==> src/rtl/multi_channel_timer.sv <==
// multi_channel_timer: CHANNELS independent WIDTH-bit timers sharing one tick
// enable. Each channel latches a terminal value and a periodic/one-shot mode on
// start, counts enabled ticks from 0 to terminal, and emits a registered
// one-cycle done pulse on every rollover.

module multi_channel_timer_ch #(
  parameter int WIDTH = 8
) (
  input  logic             sys_clk,
  input  logic             rst,
  input  logic             tick_en,
  input  logic             start,
  input  logic             stop,
  input  logic             oneshot,
  input  logic [WIDTH-1:0] terminal,
  output logic [WIDTH-1:0] count,
  output logic             busy,
  output logic             done
);

  typedef enum logic {IDLE = 1'b0, RUN = 1'b1} state_t;

  state_t           state_q, state_d;
  logic [WIDTH-1:0] count_q, count_d;
  logic [WIDTH-1:0] term_q, term_d;
  logic             mode_q, mode_d;
  logic             done_q, done_d;

  // State, count, latched configuration and done pulse registers.
  always_ff @(posedge sys_clk or posedge rst) begin
    if (rst) begin
      state_q <= IDLE;
      count_q <= '0;
      term_q  <= '0;
      mode_q  <= 1'b0;
      done_q  <= 1'b0;
    end else begin
      state_q <= state_d;
      count_q <= count_d;
      term_q  <= term_d;
      mode_q  <= mode_d;
      done_q  <= done_d;
    end
  end

  // Next state: stop beats start beats tick; done only on an enabled rollover.
  always_comb begin
    state_d = state_q;
    count_d = count_q;
    term_d  = term_q;
    mode_d  = mode_q;
    done_d  = 1'b0;
    case (state_q)
      IDLE: begin
        count_d = '0;
        if (start && !stop) begin
          term_d  = terminal;
          mode_d  = oneshot;
          state_d = RUN;
        end
      end
      RUN: begin
        if (stop) begin
          state_d = IDLE;
          count_d = '0;
        end else if (start) begin
          // Restart: relatch and count again from zero, no pulse.
          term_d  = terminal;
          mode_d  = oneshot;
          count_d = '0;
        end else if (tick_en) begin
          if (count_q == term_q) begin
            count_d = '0;
            done_d  = 1'b1;
            if (mode_q) state_d = IDLE;
          end else begin
            count_d = count_q + WIDTH'(1);
          end
        end
      end
      default: begin
        state_d = IDLE;
        count_d = '0;
      end
    endcase
  end

  assign count = count_q;
  assign busy  = (state_q == RUN);
  assign done  = done_q;

endmodule

module multi_channel_timer #(
  parameter int CHANNELS = 4,
  parameter int WIDTH    = 8
) (
  input  logic                      sys_clk,
  input  logic                      rst,
  input  logic                      tick_en,
  input  logic [CHANNELS-1:0]       start,
  input  logic [CHANNELS-1:0]       stop,
  input  logic [CHANNELS-1:0]       oneshot,
  input  logic [CHANNELS*WIDTH-1:0] terminal,
  output logic [CHANNELS*WIDTH-1:0] count,
  output logic [CHANNELS-1:0]       busy,
  output logic [CHANNELS-1:0]       done
);

  // One independent channel per lane; only tick_en is shared.
  for (genvar gi = 0; gi < CHANNELS; gi++) begin : g_ch
    multi_channel_timer_ch #(.WIDTH(WIDTH)) u_ch (
      .sys_clk  (sys_clk),
      .rst      (rst),
      .tick_en  (tick_en),
      .start    (start[gi]),
      .stop     (stop[gi]),
      .oneshot  (oneshot[gi]),
      .terminal (terminal[gi*WIDTH +: WIDTH]),
      .count    (count[gi*WIDTH +: WIDTH]),
      .busy     (busy[gi]),
      .done     (done[gi])
    );
  end

endmodule

==> config.mk <==
export PLATFORM = sky130hd
export DESIGN_NAME = multi_channel_timer
export DESIGN_NICKNAME = d
export VERILOG_FILES = /design/src/rtl/multi_channel_timer.sv
export SDC_FILE = /design/constraint.sdc
export NUM_CORES = 1
export LEC_CHECK = 0
export BUFFER_PORTS_ARGS = -buffer_cell sky130_fd_sc_hd__buf_2
export CAP_MARGIN = 20
export CORE_MARGIN = 4
export CORE_UTILIZATION = 58
export DETAILED_ROUTE_END_ITERATION = 12
export PLACE_DENSITY_LB_ADDON = 0.1
export REMOVE_ABC_BUFFERS = 1
export SLEW_MARGIN = 10
export SYNTH_ARGS = -nofsm -noshare
export SYNTH_HDL_FRONTEND = slang
export SYNTH_SLANG_ARGS = --single-unit
==> constraint.sdc <==
create_clock -name sys_clk -period 4 [get_ports sys_clk]
set_clock_uncertainty 0.1 [all_clocks]
set_input_delay 0.8 -clock sys_clk [delete_from_list [all_inputs] [get_ports sys_clk]]
set_output_delay 0.8 -clock sys_clk [all_outputs]
set_load 0.02 [all_outputs]
* Yosys cells after proc, flatten, opt, wreduce, memory -nomap -nowiden
Index checks and enable logic that the tools add are counted.
** Operators by class
- Add/subtract/negate cells :: 4
- Eq/ne operators :: 20
- Multiplexer cells :: 100
- Bitwise gates (word level) :: 4
- Reductions and logical operators :: 12
** Operator list (count)
- two-way mux 8 bit :: 28
- one-hot mux 8 bit (2 select lines) :: 8
- two-way mux 1 bit :: 56
- adder 8 x 1 -> 8 bit (second input constant) :: 4
- equality test 8 bit :: 4
- != test 2 bit (second input constant) :: 8
- != test 4 bit (second input constant) :: 4
- one-hot mux 1 bit (2 select lines) :: 8
- AND reduction 3 bit :: 4
- != test 2 x 1 -> 1 bit (second input constant) :: 4
- logical AND 1 bit :: 4
- zero test 1 bit :: 4
- NOT 1 bit :: 4
** Storage, ports and cells
- Register bits after elaboration :: 76
- Output and inout port bits :: 40
- Word-level logic and storage cells :: 160

* Depth between registers and ports, before layout
Gate-level depths: netlist (run 1).
- Word-level depth :: 6
- Gate-level depth with buffers :: 5
- Depth with buffers taken out :: 5

* Cells and area by module
A second synthesis (run 1) with hierarchy kept.
** Second synthesis, totals
- Cells, all modules :: 323
- Area total of the unflattened synthesis :: 3727.3 um2
** Modules (own cells, without submodules)
- multi_channel_timer_ch at g_ch[1].u_ch ... :: instances 3, cells an instance 81, area each 933.4 um2, seq. area each 475.5 um2
- multi_channel_timer_ch at g_ch[0].u_ch :: instances 1, cells an instance 80, area each 927.1 um2, seq. area each 475.5 um2

* Worst setup path after synthesis (run 1)
Ideal clock, no wire load.
- Path type :: input port to flip-flop
- Start :: input start[1]
- End :: register g_ch[1].u_ch.count_q[5]
- Library setup time :: 0.137 ns
- Data arrival time :: 1.860 ns
- Data required time :: 3.763 ns
- Setup slack :: 1.903 ns
- Cell stages on the path :: 5
- Path buffers :: 0
- Cells stage by stage :: or4b_2 nand4_1 nor2_1 xnor2_1 nor2_1
** On the way
- Longest elaborated chain between the ends :: 3
- Elaborated cells between the ends (all ways) :: 4
** Ends and longest elaborated chain
- start: declaration :: RTL line 101 : input logic [CHANNELS-1:0] start,
- two-way mux 8 bit :: RTL line 66 : end else if (start) begin
- two-way mux 8 bit :: RTL line 63 : if (stop) begin
- one-hot mux 8 bit (2 select lines) :: RTL line 53 : case (state_q)
- end signal: assignment :: RTL line 39 : count_q <= count_d;
- end: declaration :: RTL line 24 : logic [WIDTH-1:0] count_q, count_d;
Several ways; a longest one is shown, not always the timed one.
A chain may end at the register's enable or synchronous reset.

* Worst setup path after layout (run 1)
- Start :: input tick_en
- End :: register g_ch[1].u_ch.count_q[5]
** On the way
- Longest elaborated chain between the ends :: 1
** Ends and longest elaborated chain
- start: declaration :: RTL line 100 : input logic tick_en,
- != test 4 bit (no line)
No other way between the ends.

==> results_dict.tcl, run 1 <==
set metrics [dict create \
    path_class "in2reg" \
    vias 2563 \
    grt_start_max_net_pins 32 \
    syn_area_sq_um 3650 \
    synth_warnings 0 \
    post-route-min-period_ns 1.96 \
    dpl_worst_slack_ns 1.66 \
    fmax_mhz 510 \
    grt_usage_pct 20.2 \
    fin_hold_ws_ns 0.339 \
    rsz0062_at_grt "no" \
    slew_headroom_pct 43.4 \
    wirelength_microns 7160 \
    overflow 0 \
    clk_path_buf_depth 2 \
    crit_fanout 15 \
    via_per_inst 5.32 \
    design_area_sq_um 4310 \
    cp.required_ns 4.12 \
    syn_inst 316 \
    power_leakage_nw 2.15 \
    multiInputGateArea_sq_um 1660 \
    drc 0 \
    final_common_cell "buf_2" \
    layout-drive-gt1-share_pct 36.1 \
    start_util_pct 60.6 \
    cts_made_buffers 9 \
    synth_top_area_share_pct 52.1 \
    clk-insertion-delay-late_ns 0.35 \
    cp-startpoint "tick_en" \
    dpl-instance-area_sq_um 4120 \
    cts_root_buf "clkbuf_8" \
    finalNonFillerCells 482 \
    die_h_microns 87.4 \
    nets 454 \
    grt_pass1_vias 2539 \
    status "complete, no violations" \
    most-common-layout-cells "buf_2, dfrtp_1, xor2_1" \
    synth_cell_types 31 \
    numPortBuffers 86 \
    io_pins 87 \
    ys_seq_area_share_pct 52.1 \
    fillCellCount 461 \
    cts_resized 0 \
    cp-end-kind "flip-flop" \
    drt_pass1_iterations 4 \
    diodes 0 \
    dieArea_sq_um 7630 \
    grt_pass1_wl_microns 11900 \
    reg2reg_to "g_ch[3].u_ch.count[7]" \
    synth_top_cell_by_area "dfrtp_1" \
    place_congestion 0.850 \
    min_period_over_period_pct 49.1 \
    row_count 28 \
    hold_viol_final 0 \
    drtIter0Drc 101 \
    placedCellCount 467 \
    start_kind "primary input" \
    fin_util_pct 71.5 \
    avgSynthCellArea_sq_um 11.6 \
    cts_hold_buf 0 \
    tightest_slew_ns 0.848 \
    clk_pin_slew_ns 0.08 \
    synthFlopType "dfrtp_1" \
    core-area_sq_um 6030 \
    final.setup.tns_ns 0 \
    htree_levels 3 \
    r2r_slack_ns 2.05 \
    regArea_sq_um 1900 \
    yosys_register_bits 76 \
    async_flop_share_pct 100 \
    layout_setup_ws_ns 2.04 \
    antenna_found_initial 0 \
    clock_sinks 76 \
    wl_per_cell_microns 14.9 \
    area_delta_synth_final_pct 17.9 \
    synthTopCellsByArea "dfrtp_1, mux2_2, xor2_1" \
    slew_viol_final 0 \
    hold_path.class "in2async" \
    r2r_start "g_ch[3].u_ch.count[4]" \
    post_cts_buffers 0 \
    max_cap_violations 0 \
    ir_worst_vdd_uv 287 \
    arrival_ns 2.08 \
    dp_hpwl_microns 5360 \
    synth_edf_count 0 \
    fp.dieW_microns 87.4 \
    tritoncts "yes" \
    pwr_density_cell_nw_per_um2 375 \
    power_mw 1.62 \
    final_antenna_net_count 0 \
    setup_violations 0 \
    r2r_cells 5 \
]
==> logic make-up after synthesis <==
| family | synth area share [%] |
|---|---|
| buffers and inverters | 2.47 |
| xor gates and xnor gates | 12.7 |
| DFF | 52.1 |
| adders and majority gates | 1.37 |
| muxes | 12.0 |
| and+or+nand+nor | 15.7 |
| AOI/OAI and AO/OA | 3.70 |
==> flip-flops by register name, indices dropped and copies added, names as in the netlist <==
register,flops
g_ch.u_ch.count,32
g_ch.u_ch.term_q,32
g_ch.u_ch.busy,4
g_ch.u_ch.done,4
g_ch.u_ch.mode_q,4
==> area by class of cell <==
cell class                      instances  share of cell area (%)
Clock buffer                           11                    3.28
Clock inverter                          4                    1.16
Inverter                                4                   0.348
Multi-Input combinational cell        224                    38.6
Sequential cell                        76                    44.1
Tap cell                               75                    2.18
Timing Repair Buffer                   88                    10.3
==> routing by layer <==
| metal | track usage, % | vias to the layer above | share of wire, % |
|---|---|---|---|
| met1 | 26.4 | 1218 | 45 |
| met5 | 0 | - | 0 |
| met4 | 7.95 | 0 | 1.7 |
| met2 | 32.7 | 69 | 47 |
| met3 | 4.35 | 11 | 5.9 |
| li1 | - | 1265 | - |
==> Yosys cell counts, types with 5 or more instances <==
cell type  instances
nand2_1           17
nor2_1            39
xor2_1            50
nand4_1           12
nand3_1            7
buf_4              8
and2_1             5
mux2_2            39
nor4_1             6
dfrtp_1           76
and3_1             9
==> power by group <==
part	switching [mW]	total, mW	leakage [nW]	internal (mW)
logic	0.0803	0.174	1.08	0.0940
registers	0.0405	0.866	0.975	0.826
clock network	0.276	0.577	0.0914	0.301
total	0.397	1.62	2.15	1.22
==> worst max path at each step <==
stage,to,slack (ns),cells past startpoint
2_1_floorplan,g_ch[0].u_ch.busy,1.16,1
6_report,g_ch[1].u_ch.count[5],2.04,6
3_3_place_gp,g_ch[1].u_ch.count[5],1.71,6
3_5_place_dp,g_ch[1].u_ch.count[5],1.66,6
5_1_grt,g_ch[1].u_ch.count[2],1.85,5
4_1_cts,g_ch[1].u_ch.count[5],2.03,6
==> worst max-delay path, cell delays in order <==
cell and delay, ns:
buf_2 0.19, or4b_2 0.66, nand4_1 0.15, nor2_1 0.08
xnor2_1 0.15, nor2_1 0.05
(Power assumes the default switching activity.)
==> inputs of run 2 (changes only) <==
--- a/config.mk
+++ b/config.mk
@@ -8,7 +8,7 @@
 export BUFFER_PORTS_ARGS = -buffer_cell sky130_fd_sc_hd__buf_2
 export CAP_MARGIN = 20
 export CORE_MARGIN = 4
-export CORE_UTILIZATION = 58
+export CORE_UTILIZATION = 54
 export DETAILED_ROUTE_END_ITERATION = 12
 export PLACE_DENSITY_LB_ADDON = 0.1
 export REMOVE_ABC_BUFFERS = 1
==> constraint.sdc (replaced) <==
create_clock -name sys_clk -period 2 [get_ports sys_clk]
set_clock_uncertainty 0.1 [all_clocks]
set_input_delay 0.4 -clock sys_clk [delete_from_list [all_inputs] [get_ports sys_clk]]
set_output_delay 0.4 -clock sys_clk [all_outputs]
set_load 0.02 [all_outputs]
==> results_dict.tcl, run 2 (synthesis results as in run 1) <==
set metrics [dict create \
    status "complete, no violations" \
    cts_made_buffers 9 \
    clock_sinks 76 \
    drtIter0Drc 82 \
    grt_usage_pct 19.7 \
    cp.required_ns 2.12 \
    fmax_mhz 540 \
    reg2reg_to "g_ch[2].u_ch.count[7]" \
    post_cts_buffers 0 \
    final.setup.tns_ns 0 \
    critPathMaxStageDelay_ns 0.41 \
    cp-startpoint "g_ch[2].u_ch.term_q[1]" \
    ir_worst_vdd_uv 553 \
    p_seq_share_pct 51.3 \
    r2r_start "g_ch[2].u_ch.term_q[1]" \
    cts_resized 0 \
    layout_setup_ws_ns 0.149 \
    core-area_sq_um 6460 \
    post-route-min-period_ns 1.85 \
    layout-drive-gt1-share_pct 39.5 \
    fp.dieW_microns 90.3 \
    wl_per_cell_microns 15.1 \
    worst-path-buf-inv 0 \
    final_common_cell "buf_2" \
    arrival_ns 1.97 \
    via_per_inst 5.26 \
    grt_pass1_wl_microns 12800 \
    critPathTopFamily "simple AND/OR/NAND/NOR gates" \
    switching_power_mw 0.816 \
    power_leakage_nw 2.28 \
    path_cells "xor2_1 -> nor4_1 -> a211oi_1 -> and3_1 -> a221o_1" \
    diodes 0 \
    tightest_slew_ns 0.517 \
    setup_violations 0 \
    r2r_slack_ns 0.15 \
    slew_headroom_pct 65.5 \
    combPwrFrac_pct 10.9 \
    tritoncts "yes" \
    drc 0 \
    vias 2656 \
    intPower_mw 2.55 \
    htree_levels 3 \
    numPortBuffers 86 \
    cts_root_buf "clkbuf_8" \
    antenna_found_initial 0 \
    overflow 0 \
    wirelength_microns 7640 \
    place_congestion 0.816 \
    row_count 29 \
    dieArea_sq_um 8150 \
    start_kind "flip-flop" \
    nets 474 \
    dp_hpwl_microns 5610 \
    cts_hold_buf 0 \
    pwr_density_cell_nw_per_um2 748 \
    clk-insertion-delay-late_ns 0.34 \
    r2r_cells 5 \
    drt_pass1_iterations 4 \
    most-common-layout-cells "buf_2, dfrtp_1, xor2_1" \
    fin_util_pct 69.7 \
    start_util_pct 56.6 \
    clockPowerShare_pct 37.7 \
    clk_pin_slew_ns 0.08 \
    min_period_over_period_pct 92.5 \
    grt_pass1_vias 2701 \
    cp-end-kind "flip-flop" \
    crit_fanout 4 \
    sw_frac_of_total_pct 24.2 \
    slew_viol_final 0 \
    dpl_worst_slack_ns 0.159 \
    hold_viol_final 0 \
    die_h_microns 90.3 \
    io_pins 87 \
    area_delta_synth_final_pct 23.3 \
    slowest_stage "dfrtp_1" \
    rsz0062_at_grt "no" \
    clk_path_buf_depth 2 \
    path_class "reg2reg" \
    final_antenna_net_count 0 \
    max_cap_violations 0 \
    hold_path.class "in2async" \
    grt_start_max_net_pins 77 \
]
==> run 2: worst max path at each step <==
stage,end,depth (start not counted)
after floorplan,g_ch[0].u_ch.busy,1
after global placement,g_ch[1].u_ch.count[5],6
after detailed placement,g_ch[1].u_ch.count[5],6
after CTS,g_ch[3].u_ch.count[7],5
after global routing,g_ch[3].u_ch.count[7],5
final,g_ch[2].u_ch.count[7],5
==> run 2: power groups by stage <==
stage / Combinational, mW / Sequential [mW] / Clock [mW]
floorplan: 0.241 / 1.75 / 0
global placement: 0.360 / 1.76 / 0
detailed placement: 0.369 / 1.76 / 0
CTS: 0.372 / 1.73 / 1.30
global route: 0.411 / 1.75 / 1.37
finish: 0.368 / 1.73 / 1.27
==> run 2: cell type report <==
cell class	instances	area, sq um
Inverter	4	15.0
Fill cell	502	1960
Timing Repair Buffer	108	608
Multi-Input combinational cell	224	1670
Sequential cell	76	1900
Tap cell	77	96.3
Clock inverter	6	86.3
Clock buffer	10	128
==> run 2: worst reg2reg max path, stage by stage (launching register included) <==
cell and delay, ns:
dfrtp_1 0.41, xor2_1 0.17, nor4_1 0.39, a211oi_1 0.20
and3_1 0.21, a221o_1 0.26
==> run 2: per-stage QoR <==
step           instance area (sq um)  instances  power (mW)  hold slack (ns)
3_3_place_gp                    4280        489        2.12            0.385
3_5_place_dp                    4280        489        2.13            0.390
6_report                        4500        505        3.37           0.0372
5_1_grt                         4500        505        3.53           0.0504
4_1_cts                         4500        505        3.41           0.0401
2_1_floorplan                   3580        304        1.99            0.333
==> run 2: metal layers <==
layer  vias to the layer above  wire (microns)  global-route usage (%)
li1                       1310               -                       -
met2                        61            3510                    30.4
met4                         0             103                    6.89
met1                      1276            3570                    26.2
met3                         9             458                    6.25
met5                         -               0                       0
